`src/rtl/dc_sweep_pkg.sv`:
```
// Shared definitions for the DC sweep sequencer.
//   state_t      : sequencer FSM states
//   DEF_*        : default widths for DAC codes, ADC samples, point indices and settle counter
package dc_sweep_pkg;

  localparam int DEF_DW = 16;
  localparam int DEF_AW = 16;
  localparam int DEF_NW = 8;
  localparam int DEF_SW = 16;

  typedef enum logic [2:0] {
    IDLE,
    SET,
    SETTLE,
    CONV,
    EMIT,
    DONE
  } state_t;

endpackage

```
`src/rtl/dc_sweep_sequencer_axis.sv`:
```
// sweep_axis_counter: one sweep axis (index plus DAC code accumulator).
//   clk, rst          : clock, synchronous active-high reset
//   load              : latch cfg_start/cfg_step/cfg_n, index to 0, code to cfg_start
//   adv               : step to next point; wraps to index 0 / start code after the last one
//   cfg_start/step/n  : axis configuration (step is two's complement, count 0 means 1)
//   idx, code, last   : current index, current code, index is the final point of the axis
module sweep_axis_counter #(
  parameter int DW = 16,
  parameter int NW = 8
) (
  input  logic          clk,
  input  logic          rst,
  input  logic          load,
  input  logic          adv,
  input  logic [DW-1:0] cfg_start,
  input  logic [DW-1:0] cfg_step,
  input  logic [NW-1:0] cfg_n,
  output logic [NW-1:0] idx,
  output logic [DW-1:0] code,
  output logic          last
);

  logic [DW-1:0] start_q;
  logic [DW-1:0] step_q;
  logic [NW-1:0] idx_max_q;

  // Control: index and its terminal value.
  always_ff @(posedge clk) begin
    if (rst) begin
      idx       <= '0;
      idx_max_q <= '0;
    end else if (load) begin
      idx       <= '0;
      // A count of 0 behaves as a single point.
      idx_max_q <= (cfg_n == '0) ? '0 : cfg_n - NW'(1);
    end else if (adv) begin
      idx <= last ? '0 : idx + NW'(1);
    end
  end

  // Data: code accumulator. Plain modulo-2^DW addition, so a negative step
  // (two's complement) and wrap-around both fall out without saturation.
  always_ff @(posedge clk) begin
    if (load) begin
      start_q <= cfg_start;
      step_q  <= cfg_step;
      code    <= cfg_start;
    end else if (adv) begin
      code <= last ? start_q : code + step_q;
    end
  end

  assign last = (idx == idx_max_q);

endmodule

```
`src/rtl/dc_sweep_sequencer.sv`:
```
// dc_sweep_sequencer: two-axis DC sweep (Vgs outer, Vds inner) with one Id
// capture and one output record per bias point.
//   clk, rst                  : clock, synchronous active-high reset
//   start, abort              : begin sweep (ignored while busy), stop and return to IDLE
//   cfg_vgs_*, cfg_vds_*      : per-axis start code, step, point count (latched on start)
//   cfg_settle                : settle cycles after each DAC update (0 behaves as 1)
//   dac_vgs, dac_vds, dac_load: bias codes and the 1-cycle update strobe
//   adc_req, adc_ack, adc_data: conversion handshake and Id sample
//   rec_*                     : record stream (valid/ready), indices, Id, last flag
//   busy, done                : not idle, 1-cycle sweep-complete pulse
module dc_sweep_sequencer
  import dc_sweep_pkg::*;
#(
  parameter int DW = DEF_DW,
  parameter int AW = DEF_AW,
  parameter int NW = DEF_NW,
  parameter int SW = DEF_SW
) (
  input  logic          clk,
  input  logic          rst,
  input  logic          start,
  input  logic          abort,
  input  logic [DW-1:0] cfg_vgs_start,
  input  logic [DW-1:0] cfg_vgs_step,
  input  logic [NW-1:0] cfg_vgs_n,
  input  logic [DW-1:0] cfg_vds_start,
  input  logic [DW-1:0] cfg_vds_step,
  input  logic [NW-1:0] cfg_vds_n,
  input  logic [SW-1:0] cfg_settle,
  output logic [DW-1:0] dac_vgs,
  output logic [DW-1:0] dac_vds,
  output logic          dac_load,
  output logic          adc_req,
  input  logic          adc_ack,
  input  logic [AW-1:0] adc_data,
  output logic          rec_valid,
  input  logic          rec_ready,
  output logic [NW-1:0] rec_gi,
  output logic [NW-1:0] rec_di,
  output logic [AW-1:0] rec_id,
  output logic          rec_last,
  output logic          busy,
  output logic          done
);

  state_t        state_q, state_d;
  logic [SW-1:0] settle_cfg_q;
  logic [SW-1:0] settle_cnt_q;
  logic [AW-1:0] id_q;
  logic [DW-1:0] dac_vgs_q, dac_vds_q;

  logic          accept, hs, pt_last;
  logic [NW-1:0] vgs_idx, vds_idx;
  logic [DW-1:0] vgs_code, vds_code;
  logic          vgs_last, vds_last;

  function automatic logic [SW-1:0] eff_settle(input logic [SW-1:0] s);
    return (s == '0) ? SW'(1) : s;
  endfunction

  assign accept  = (state_q == IDLE) && start && !abort;
  assign hs      = (state_q == EMIT) && rec_ready && !abort;
  assign pt_last = vgs_last && vds_last;

  // Inner axis advances on every accepted record; the outer axis only when
  // the inner one wraps.
  sweep_axis_counter #(.DW(DW), .NW(NW)) u_vgs (
    .clk       (clk),
    .rst       (rst),
    .load      (accept),
    .adv       (hs && vds_last),
    .cfg_start (cfg_vgs_start),
    .cfg_step  (cfg_vgs_step),
    .cfg_n     (cfg_vgs_n),
    .idx       (vgs_idx),
    .code      (vgs_code),
    .last      (vgs_last)
  );

  sweep_axis_counter #(.DW(DW), .NW(NW)) u_vds (
    .clk       (clk),
    .rst       (rst),
    .load      (accept),
    .adv       (hs),
    .cfg_start (cfg_vds_start),
    .cfg_step  (cfg_vds_step),
    .cfg_n     (cfg_vds_n),
    .idx       (vds_idx),
    .code      (vds_code),
    .last      (vds_last)
  );

  always_ff @(posedge clk) begin
    if (rst) begin
      state_q      <= IDLE;
      settle_cfg_q <= '0;
      settle_cnt_q <= '0;
      id_q         <= '0;
      dac_vgs_q    <= '0;
      dac_vds_q    <= '0;
    end else begin
      state_q <= state_d;
      if (accept) begin
        settle_cfg_q <= cfg_settle;
      end
      if (state_q == SET) begin
        settle_cnt_q <= eff_settle(settle_cfg_q);
        dac_vgs_q    <= vgs_code;
        dac_vds_q    <= vds_code;
      end else if (state_q == SETTLE) begin
        settle_cnt_q <= settle_cnt_q - SW'(1);
      end
      if ((state_q == CONV) && adc_ack) begin
        id_q <= adc_data;
      end
    end
  end

  always_comb begin
    state_d   = state_q;
    dac_load  = 1'b0;
    adc_req   = 1'b0;
    rec_valid = 1'b0;
    busy      = 1'b1;
    done      = 1'b0;
    case (state_q)
      IDLE: begin
        busy = 1'b0;
        if (start) state_d = SET;
      end
      SET: begin
        dac_load = 1'b1;
        state_d  = SETTLE;
      end
      SETTLE: begin
        if (settle_cnt_q <= SW'(1)) state_d = CONV;
      end
      CONV: begin
        adc_req = 1'b1;
        if (adc_ack) state_d = EMIT;
      end
      EMIT: begin
        rec_valid = 1'b1;
        if (rec_ready) state_d = pt_last ? DONE : SET;
      end
      DONE: begin
        done    = 1'b1;
        state_d = IDLE;
      end
      default: state_d = IDLE;
    endcase
    // Abort beats everything, including a start in IDLE.
    if (abort) state_d = IDLE;
  end

  // During SET the new codes come straight from the accumulators so they
  // line up with dac_load; elsewhere the held copy keeps the bias steady even
  // though the accumulators wrap back to their start codes after the last point.
  assign dac_vgs  = (state_q == SET) ? vgs_code : dac_vgs_q;
  assign dac_vds  = (state_q == SET) ? vds_code : dac_vds_q;

  assign rec_gi   = vgs_idx;
  assign rec_di   = vds_idx;
  assign rec_id   = id_q;
  assign rec_last = (state_q == EMIT) && pt_last;

endmodule

```
`config.mk`:
```
export PLATFORM = sky130hd
export DESIGN_NAME = dc_sweep_sequencer
export DESIGN_NICKNAME = d
export VERILOG_FILES = /design/src/rtl/dc_sweep_pkg.sv /design/src/rtl/dc_sweep_sequencer_axis.sv /design/src/rtl/dc_sweep_sequencer.sv
export SDC_FILE = /design/constraint.sdc
export NUM_CORES = 1
export LEC_CHECK = 0
export CORE_MARGIN = 5
export CORE_UTILIZATION = 49
export CTS_BUF_LIST = sky130_fd_sc_hd__clkbuf_2
export CTS_CLUSTER_DIAMETER = 120
export CTS_CLUSTER_SIZE = 8
export DETAILED_ROUTE_END_ITERATION = 7
export PLACE_DENSITY = 0.76
export SETUP_SLACK_MARGIN = 0.02
export SYNTH_ARGS = -nofsm -noshare
export SYNTH_HDL_FRONTEND = slang
export SYNTH_SLANG_ARGS = --single-unit
```
`constraint.sdc`:
```
create_clock -name clk -period 7.85 [get_ports clk]
set_clock_uncertainty 0.05 [all_clocks]
set_input_delay 1.1775 -clock clk [delete_from_list [all_inputs] [get_ports clk]]
set_output_delay 1.1775 -clock clk [all_outputs]
set_load 0.05 [all_outputs]
```
After elaboration in Yosys (flattened, before gate mapping)
Cells that the tools add are included.
{"block": "totals", "reg_bits": 211, "latchBits": 0, "mem_bits_rw": 0, "rom_bits": 0, "inputBits": 118, "output_inout_bits": 70, "elab_cells": 80, "memories": 0}
{"block": "classes", "add_sub_neg": 7, "n_mul": 0, "div": 0, "order_cmp": 1, "n_eq_ne": 11, "n_shift": 0, "mux": 26, "bitwise": 0, "reduce_logical": 19}
{"cell": "2-to-1 mux 16 bit", "n": 11}
{"cell": "adder 16 bit", "n": 2}
{"cell": "2-to-1 mux 8 bit", "n": 4}
{"cell": "adder 8 x 1 -> 8 bit, second input constant", "n": 2}
{"cell": "== test 8 bit", "n": 2}
{"cell": "less-or-equal comparator 16 x 1 -> 1 bit, second input constant", "n": 1}
{"cell": "zero test 16 bit", "n": 1}
{"cell": "zero test 8 bit", "n": 2}
{"cell": "subtractor 16 x 1 -> 16 bit, second input constant", "n": 1}
{"cell": "subtractor 8 x 1 -> 8 bit, second input constant", "n": 2}
{"cell": "2-to-1 mux 3 bit", "n": 5}
{"cell": "one-hot mux 3 bit (5 select lines)", "n": 1}
{"cell": "logical AND 1 bit", "n": 8}
{"cell": "== test 3 x 2 -> 1 bit, second input constant", "n": 2}
{"cell": "== test 3 bit, second input constant", "n": 2}
{"cell": "inequality test 2 bit, second input constant", "n": 3}
{"cell": "nonzero test 2 bit", "n": 3}
{"cell": "2-to-1 mux 1 bit", "n": 5}
{"cell": "AND reduction 4 bit", "n": 1}
{"cell": "OR reduction 2 bit", "n": 2}
{"cell": "== test 3 x 1 -> 1 bit, second input constant", "n": 1}
{"cell": "zero test 3 bit", "n": 1}
{"cell": "inequality test 2 x 1 -> 1 bit, second input constant", "n": 1}
{"cell": "zero test 1 bit", "n": 1}

Logic depth before layout (Yosys ltp)
Gate-level depths: netlist of the first run.
{"block": "logic_depth", "ltp_word": 6, "mapped_depth": 10, "ltp_nobuf": 8}

Cells and area by module
A second synthesis of the first run with hierarchy kept.
{"block": "hier_totals", "hier_cells": 1041, "area_unflattened_um2": 10059.6}
{"mod": "dc_sweep_sequencer", "n_inst": 1, "cells_each": 459, "area_each_um2": 3532.1, "seq_area_each_um2": 1661.6}
{"mod": "sweep_axis_counter at u_vds", "n_inst": 1, "cells_each": 286, "area_each_um2": 3271.9, "seq_area_each_um2": 1761.7}
{"mod": "sweep_axis_counter at u_vgs", "n_inst": 1, "cells_each": 296, "area_each_um2": 3255.6, "seq_area_each_um2": 1761.7}

Worst setup path after synthesis of the first run
Ideal clock, no wire load.
{"block": "synth_timing", "kind": "flip-flop to output port", "from": "register u_vds.idx[2]", "to": "output rec_last", "arrival_time_ns": 2.749, "setup_slack_ns": 3.874, "path_stages_with_launch": 6, "n_path_buf": 1, "cell_sequence": "dfxtp_1 -> xnor2_1 -> nand4_1 -> or2_2 -> clkbuf_1 -> nor3_1"}
{"block": "synth_via", "elab_chain_cells": 3}
{"element": "start, declared", "line_no": "dc_sweep_sequencer_axis.sv:18", "text": "output logic [NW-1:0] idx,"}
{"element": "start signal, assigned", "line_no": "dc_sweep_sequencer_axis.sv:37", "text": "idx <= last ? '0 : idx + NW'(1);"}
{"element": "== test 8 bit", "line_no": "dc_sweep_sequencer_axis.sv:53", "text": "assign last = (idx == idx_max_q);"}
{"element": "logical AND 1 bit", "line_no": "dc_sweep_sequencer.sv:63", "text": "assign pt_last = vgs_last && vds_last;"}
{"element": "logical AND 1 bit", "line_no": "dc_sweep_sequencer.sv:165", "text": "assign rec_last = (state_q == EMIT) && pt_last;"}
{"element": "end, declared", "line_no": "dc_sweep_sequencer.sv:41", "text": "output logic rec_last,"}
No other way between the ends.

Final worst setup path of the first run
Same ends and word-level chain as after synthesis.

==> results of run 1 <==
[worst register-to-register path, cell delays in order (launching register included)]
cell,delay (ps)
dfxtp_1,410
or3_1,410
or3b_2,470
buf_4,370
inv_4,470
buf_4,780
nor2_1,110
nand2_1,100
mux2i_1,70
a211o_1,270
[final cells by class]
type | instances | area (um2)
antenna | 1 | 2.50
clock buffer | 48 | 240
clock inverter | 1 | 6.26
fill | 1769 | 7930
inverter | 21 | 81.3
multi-input combinational | 805 | 4660
sequential | 211 | 5180
tap | 270 | 338
timing repair buffer | 195 | 1930
[placed cells by master (no fill, tap or decap), types with 11 or more instances in the layout]
master / n
clkbuf_2: 48
dfxtp_1: 115
nand2_1: 248
or3_1: 11
xnor2_1: 35
nor3_1: 16
ha_1: 36
nor2_1: 80
edfxtp_1: 96
nand4_1: 15
o21ai_0: 46
inv_1: 20
xor2_1: 30
nand3_1: 19
a21oi_1: 118
clkdlybuf4s50_1: 186
[cells by family after synthesis]
| family | after synthesis |
|---|---|
| AO/OA/AOI/OAI | 250 |
| XOR/XNOR | 65 |
| adder cells (fa/ha/maj) | 38 |
| buffers and inverters | 72 |
| flip-flops | 211 |
| multiplexers | 11 |
| AND/OR/NAND/NOR | 441 |
[routing by layer]
metal / track usage, % / vias up
met1: 28.1 / 3861
met4: 4.50 / 0
met3: 3.52 / 43
met5: 0 / -
met2: 34.0 / 303
li1: - / 4222
[state kept, by name (all words and copies together), names as in the netlist]
| name | cells |
|---|---|
| dac_vds_q | 16 |
| dac_vgs_q | 16 |
| rec_id | 16 |
| settle_cfg_q | 16 |
| settle_cnt_q | 16 |
| state_q | 3 |
| u_vds.code | 16 |
| u_vds.idx | 8 |
| u_vds.idx_max_q | 8 |
| u_vds.start_q | 16 |
| u_vds.step_q | 16 |
| u_vgs.code | 16 |
| u_vgs.idx | 8 |
| u_vgs.idx_max_q | 8 |
| u_vgs.start_q | 16 |
| u_vgs.step_q | 16 |
[through the flow]
| step | util, % | cell area [um2] | total power [uW] |
|---|---|---|---|
| after floorplan | - | 10200 | 1620 |
| after global placement | 59.9 | 12200 | 1790 |
| after detailed placement | 59.9 | 12200 | 1800 |
| after CTS | 61.1 | 12400 | 2330 |
| after global routing | 61.1 | 12400 | 2440 |
| final | 61.1 | 12400 | 2310 |
[how the worst max path moves through the flow]
stage                  from              to  slack (ps)  cells past startpoint
2_1_floorplan  u_vds.idx[2]        rec_last        3870                      5
3_3_place_gp          abort  u_vgs.code[13]        3290                      9
3_5_place_dp          abort  u_vgs.code[13]        3230                      9
4_1_cts        u_vds.idx[2]        rec_last        3070                      5
5_1_grt        u_vds.idx[2]        rec_last        2870                      5
6_report       u_vds.idx[2]        rec_last        3150                      5
[power by group through the flow]
stage / logic, uW / registers (uW) / clock network (uW)
detailed placement: 532 / 1270 / 0
global route: 589 / 1250 / 599
global placement: 522 / 1270 / 0
CTS: 535 / 1250 / 551
floorplan: 363 / 1260 / 0
finish: 533 / 1250 / 526
==> impl_metrics.yaml, run 1 <==
logic_synthesis:
  synthAdderAreaFrac_pct: 4.82
  ys_warn_count: 0
  synthMuxAreaShare_pct: 1.09
  synth_cell_types: 77
  synth-edff-count: 96
  ys_ff_latch: 211
  synth_area_mm2: 0.0102
  ys_seq_area_share_pct: 50.9
  synthXorXnorAreaFrac_pct: 5.59
  synth_commonest_cells: "nand2_1 (248), a21oi_1 (118), dfxtp_1 (115), edfxtp_1 (96), nor2_1 (80)"
  synth_top_family_by_area: "simple AND/OR/NAND/NOR gates"
  synth_area_leader_cell: "edfxtp_1"
  synth_top_area_share_pct: 28.3
  synth_area_leaders: "edfxtp_1 (28%), dfxtp_1 (23%), nand2_1 (9.1%)"
  synth_nets: 1244
  synth_compound_area_share_pct: 14.8
  synth_most_common_cell: "nand2_1"
  synthCells: 1088
  yosys.area_share.simple_pct: 19.4
  synth.avg_cell_area_um2: 9.36
  ys.flop_type: "dfxtp_1"
  ys_async_sr_fraction_pct: 0
pwr:
  vdd_ir_drop_max_mv: 0.126
  p_clk_share_pct: 22.8
  power.share.switching_pct: 30.6
  p_per_area_mw_per_mm2: 185
  p_switching_uw: 705
  p_int_uw: 1600
  seq_power_share_pct: 54.1
  comb_power_share_pct: 23.1
  p_leak_uw: 0.00473
sta:
  tightest_slew_ps: 968
  period_share_pct: 59.9
  maxSlewHeadroom_pct: 35.5
  maxSlewViolCount: 0
  final.setup.tns_ps: 0
  min_period_ps: 4700
  fmaxAchievable_mhz: 213
  setup_viol: 0
  holdWs_ps: 417
  setup_ws_ps: 3150
  hold_viol_final: 0
  rsz0062_at_grt: "no"
cts:
  clock_tree.buffer_depth: 3
  ctsHoldBuffers: 0
  cts_resized: 0
  insertion_delay_ps: 820
  clock_sinks: 211
  cts_tree: "done"
  post_cts.repair.setup_buffers: 0
  clk_pin_slew_worst_paths_ps: 150
  htree_levels: 1
  cts_made_buffers: 30
  cts_root_buf: "clkbuf_2"
outcome:
  status: "finished clean"
placed_design:
  numPlacedInstances: 1502
  io_buffers: 187
  place_congestion: 0.867
  dp.final_hpwl_mm: 17.7
  post-place-ws_ps: 3230
drt:
  ant_nets: 0
  drc: 0
  vias_per_cell: 5.43
  drt-total-wl_mm: 25.2
  num_vias: 8429
  drt-met1-wl_mm: 11.2
  wl_per_cell_um: 16.2
  highest-signal-layer: "met4"
  met3_wirelength_mm: 1.76
  initialDrtViolationCount: 555
  route.met2.wl_mm: 11.7
  drt_first_pass_iters: 5
die:
  die-area_mm2: 0.0238
  fp.coreArea_mm2: 0.0204
  start_util_pct: 50.0
  rows: 52
  die_w_um: 154
  num_io_pins: 188
  die_y_um: 154
min_path:
  hp-start: "rec_id[13]"
  whs_endpoint: "rec_id[13]"
  holdCritPathClass: "flip-flop to flip-flop"
  worstHoldPathCells: 2
setup_path:
  crit_chain: "xnor2_1, nand4_1, or2_2, nor3_1, clkdlybuf4s50_1"
  cp_data_arrival_time_ps: 3470
  cp_slowest_cell: "clkdlybuf4s50_1"
  r2r-end: "u_vgs.code[13]"
  rr_worst_depth: 9
  endpoint_kind: "primary output"
  worstPathMaxFanout: 19
  critPathKind: "flip-flop to primary output"
  path_delay_family: "simple AND/OR/NAND/NOR gates"
  r2r_start: "state_q[2]"
  cp-start-kind: "flip-flop"
  r2r_setup_slack_ps: 4170
  cp_num_buf_inv: 1
  max_stage_delay_ps: 880
  critical_path_required_ps: 6620
flow_run:
  maxCapViolations: 0
global_routing:
  grt_max_degree: 84
  grt_usage_pct: 20.4
  antenna_found_initial: 1
  grt_overflow: 0
  grt_pass1_wl_mm: 40.7
  grt_pass1_vias: 8211
final_layout:
  layout-drive-gt1-share_pct: 6.01
  nets: 1420
  synthToLayoutAreaGrowth_pct: 22.1
  stdcell_count: 1552
Power figures use the tool's default switching activity.
==> run 2, diff against run 1 <==
clock period = 4.9 ns   (was 7.85 ns; I/O delays follow)
==> run 2 against run 1 <==
Register-to-register slack worse by 2100 ps. Sequential power up 60%. Global-route usage up 0.57 points. Critical endpoint is now dac_vds[1]. Largest cell class unchanged. Final cell count up 0.19%. Hold slack worse by 76 ps. Flip-flop and latch count unchanged. Die area unchanged. Critical path depth up 1. Count of clock-buffer cells in the layout unchanged.
==> impl_metrics.yaml, run 2 (synthesis results as in run 1) <==
outcome:
  status: "finished clean"
final_layout:
  synthToLayoutAreaGrowth_pct: 22.3
  nets: 1423
  fin_util_pct: 61.2
  layout_common_cells: "nand2_1 (248), clkdlybuf4s50_1 (186), a21oi_1 (118), dfxtp_1 (115), edfxtp_1 (96)"
  layout-drive-gt1-share_pct: 6.23
  layout_commonest_cell: "nand2_1"
  fill_cells: 1785
placed_design:
  io_buffers: 187
  dp.final_hpwl_mm: 18.3
  place_congestion: 0.913
  post-place-ws_ps: 1540
setup_path:
  critPathKind: "flip-flop to primary output"
  cp-start-kind: "flip-flop"
  cp_data_arrival_time_ps: 3420
  cp_slowest_cell: "clkdlybuf4s50_1"
  max_stage_delay_ps: 800
  critical_path_required_ps: 4120
  path_delay_family: "buffers and inverters"
  endpoint_kind: "primary output"
  worstPathMaxFanout: 23
  path_common_cell: "nand2_1"
  crit_chain: "nand3_2, inv_1, buf_4, nand2_1, nand2_1, clkdlybuf4s50_1"
  cp_num_buf_inv: 3
global_routing:
  grtUsageMet2_pct: 34.3
  grt_max_degree: 65
  grt_pass1_wl_mm: 41.8
  grt_usage_pct: 21.0
  gr-usage-met1_pct: 28.3
  antenna_found_initial: 1
  grt.busiest_layer: "met2"
  grt_overflow: 0
  use_met3_pct: 4.95
  grt_pass1_vias: 8215
sta:
  period_share_pct: 85.9
  rsz0062_at_grt: "no"
  fmaxAchievable_mhz: 238
  min_period_ps: 4210
  setup_viol: 0
  setup_ws_ps: 692
  tightest_slew_ps: 846
  maxSlewViolCount: 0
  maxSlewHeadroom_pct: 43.5
  final.setup.tns_ps: 0
  holdWs_ps: 341
  hold_viol_final: 0
cts:
  clock_tree.buffer_depth: 3
  cts_resized: 0
  htree_levels: 1
  insertion_delay_ps: 800
  post_cts.repair.setup_buffers: 0
  cts_tree: "done"
  cts_root_buf: "clkbuf_2"
  ctsHoldBuffers: 0
  clock_sinks: 211
  cts_made_buffers: 30
  clk_pin_slew_worst_paths_ps: 150
drt:
  drc: 0
  wl_per_cell_um: 16.5
  vias_per_cell: 5.44
  ant_nets: 0
  drt-total-wl_mm: 25.7
  num_vias: 8457
  drt_first_pass_iters: 5
  initialDrtViolationCount: 541
die:
  start_util_pct: 50.0
  die_y_um: 154
  die-area_mm2: 0.0238
  num_io_pins: 188
  die_w_um: 154
  rows: 52
  fp.coreArea_mm2: 0.0204
pwr:
  vdd_ir_drop_max_mv: 0.214
  p_per_area_mw_per_mm2: 297
  power_uw: 3700
  p_leak_uw: 0.00474
flow_run:
  maxCapViolations: 0
min_path:
  holdCritPathClass: "primary input to flip-flop"
## run 2: changes by cell type in the layout (fill, tap and decap cells not counted), sizes merged
cell  change
buf       +3
## run 2: per-stage QoR
stage	cells	instance area, um2
after floorplan	1088	10200
after global placement	1505	12200
after detailed placement	1505	12200
after CTS	1554	12500
after global routing	1555	12500
final	1555	12500
## run 2: worst paths after layout
kind                            startpoint       endpoint  slack (ps)  cells past startpoint
worst max register to register  state_q[0]  u_vgs.code[8]        2030                      7
worst max-delay path            state_q[0]     dac_vds[1]         690                      6
worst min-delay path                   rst   dac_vgs_q[1]         340                      2
worst min register to register   rec_id[6]      rec_id[6]         420                      2
## run 2: per-layer routing
layer | part of all wire (%) | vias up
met5 | 0 | -
met4 | 2.1 | 0
met3 | 6.8 | 46
met2 | 46 | 260
met1 | 45 | 3934
li1 | - | 4217
## run 2: power breakdown
part,leakage [uW],total [uW],switching (uW),internal [uW]
logic,0.00271,857,492,366
clock network,0.000204,848,596,251
registers,0.00183,2000,49.4,1950
total,0.00474,3700,1140,2570
## run 2: cell type report
| class | count | area, um2 | area share, % |
|---|---|---|---|
| clock buffers | 48 | 240 | 1.93 |
| flip-flops and latches | 211 | 5180 | 41.6 |
| multi-input cells | 805 | 4660 | 37.4 |
| diodes | 1 | 2.50 | 0.0201 |
| well taps | 270 | 338 | 2.71 |
| inverters | 21 | 81.3 | 0.653 |
| repair buffers | 198 | 1950 | 15.6 |
| clock inverters | 1 | 6.26 | 0.0502 |
==> RTL edit (flow settings as in run 2) <==
The package constant `DEF_AW` goes from 16 to 15.
--- a/src/rtl/dc_sweep_pkg.sv
+++ b/src/rtl/dc_sweep_pkg.sv
@@ -4,7 +4,7 @@
 package dc_sweep_pkg;
 
   localparam int DEF_DW = 16;
-  localparam int DEF_AW = 16;
+  localparam int DEF_AW = 15;
   localparam int DEF_NW = 8;
   localparam int DEF_SW = 16;
 
Ports: changed (resized adc_data and rec_id); port bits go from 188 to 186. No check against the original RTL was run, so the function may have changed too.
==> RTL edit against run 2 <==
Wire length fell by 2.7%. Via count fell by 2.4%. Sequential cell count decreased by 1. Cell count decreased by 1.2%. Final area fell by 1.3%. Setup slack better by 11 ps. Area after synthesis shrank 2.0%. Power increased by 1.7%. Critical path type unchanged.
==> RTL edit: results (changes against run 2) <==
The share of the yosys chip area belonging to registers was 51.8% (+0.86 points). The data arrival at the endpoint of the critical path is 3410 ps (about the same), and the xor and xnor area share after synthesis is 5.44% (-0.15 points). The run gives 8,258 (-2.4%) as the via count. The tools report the final weighted congestion in routability-driven placement as 0.908 (-0.59%).

The number of unique standard cell types used by synthesis is 67 (-13%), and the met1 usage in global routing is 26.4% (-1.8 points). By count the netlist is led by nand2_1, dfxtp_1, a21oi_1, edfxtp_1, nor2_1. The share of final-layout standard cells stronger than drive strength 1 works out to 7.19% (+0.96 points). The starting DRC count in detailed routing is 460 (-15%), and the total global routing track utilization is 20.6% (-0.39 points).

The run gives 1,400 (-1.6%) as the net count reported at finish. For the via count of the first global-routing pass, the log shows 8,095 (-1.5%). The tools report the minimum setup slack among reg-to-reg paths as 1760 ps (-270 ps). The compound-gate portion of the synthesized area is 14.0% (-0.78 points).

The clock transition at the registers of the reported paths was 190 ps (+40 ps). The run gives 68 (+4.6%) as the maximum number of pins on one net before global-route repair. For the internal power, the log shows 2.62 mW (+1.9%). The met3 track utilization from global routing was 6.02% (+1.1 points). The hold-critical path endpoint is settle_cnt_q[6]$_SDFFE_PP0P_. The worst-path maximum fanout works out to 27 (+17%). The run gives 40,400 um (-3.4%) as the wire length of the first global-routing pass. Number of buffers inserted by port buffering: 185 (-1.1%). The logs give 34.3% (-0.071 points) for the met2 capacity usage during global routing and 17,900 um (-2.3%) for the total half-perimeter wirelength after legalization and detailed placement.

The worst register-to-register path begins at state_q[2]$_SDFFE_PP0P_. Net count after synthesis: 1,219 (-2.0%). Sorting the synthesized cells by area gives the leading types as edfxtp_1, dfxtp_1, nand2_1. The per-cell routed wire length is 16.3 um (-1.5%).

The logs give 38.1% (-5.4 points) for the worst slew slack as a fraction of its limit and 252 ps (-89.1 ps) for the worst hold slack. The length in cells of the worst reg-to-reg path works out to 4 (-3). For the number of antenna violations at the first check in global routing, the log shows 2 (+1). The run gives 830 ps (+30 ps) as the clock latency at the later pin of the worst-skew pair.

The worst register-to-register path ends at u_vgs.code[3]$_DFFE_PP_. The mux share of post-synthesis cell area was 1.50% (+0.41 points). The flow ran to the end, and the final reports show no timing, DRC or antenna violations.
-- RTL edit: layout make-up --
type	count	area, um^2
Fill cell	1776	7870
Sequential cell	210	5160
Multi-Input combinational cell	790	4530
Timing Repair Buffer	195	1900
Tap cell	270	338
Clock buffer	50	250
Inverter	18	70.1
Clock inverter	2	38.8
Antenna cell	1	2.50
-- RTL edit: how the worst max path moves through the flow --
| stage | startpoint | endpoint | depth (start not counted) |
|---|---|---|---|
| 2_1_floorplan | u_vds.idx[3]$_SDFFE_PP0P_ | rec_last | 4 |
| 3_3_place_gp | abort | u_vgs.code[10]$_DFFE_PP_ | 4 |
| 3_5_place_dp | abort | u_vgs.code[9]$_DFFE_PP_ | 4 |
| 4_1_cts | state_q[0]$_SDFFE_PP0P_ | dac_vds[1] | 5 |
| 5_1_grt | state_q[1]$_SDFFE_PP0P_ | dac_vds[9] | 5 |
| 6_report | state_q[0]$_SDFFE_PP0P_ | dac_vds[1] | 5 |
-- RTL edit: layer usage --
layer | vias to the layer above | routed length (um)
met5 | - | 11
met4 | 2 | 547
met3 | 43 | 2090
met2 | 262 | 11800
met1 | 3826 | 10600
li1 | 4125 | -
-- RTL edit: metrics by stage --
stage               instances  setup WS [ps]
CTS                      1535            616
global route             1536            378
detailed placement       1483           1340
global placement         1483           1410
floorplan                1064           1480
finish                   1536            703
-- RTL edit: logic make-up (layout without fill, tap and decap cells) --
family,Yosys count,count (layout)
adders and majority gates,38,38
other,0,1
muxes,15,15
DFF,210,210
xor gates and xnor gates,62,62
and+or+nand+nor,441,441
AOI/OAI and AO/OA,234,234
buffers and inverters,64,265
-- RTL edit: worst max-delay path: cells and delay by family, from the launching register on --
kind | cells | cell delay, ps
DFF | 1 | 490
and+or+nand+nor | 3 | 750
buffers and inverters | 2 | 1340
-- RTL edit: power by group through the flow --
stage	Sequential, mW	Clock (mW)	Combinational (mW)
final	1.99	0.921	0.853
after global routing	2.00	1.04	0.942
after CTS	1.99	0.956	0.854
after detailed placement	2.03	0	0.851
after global placement	2.03	0	0.834
after floorplan	2.01	0	0.580
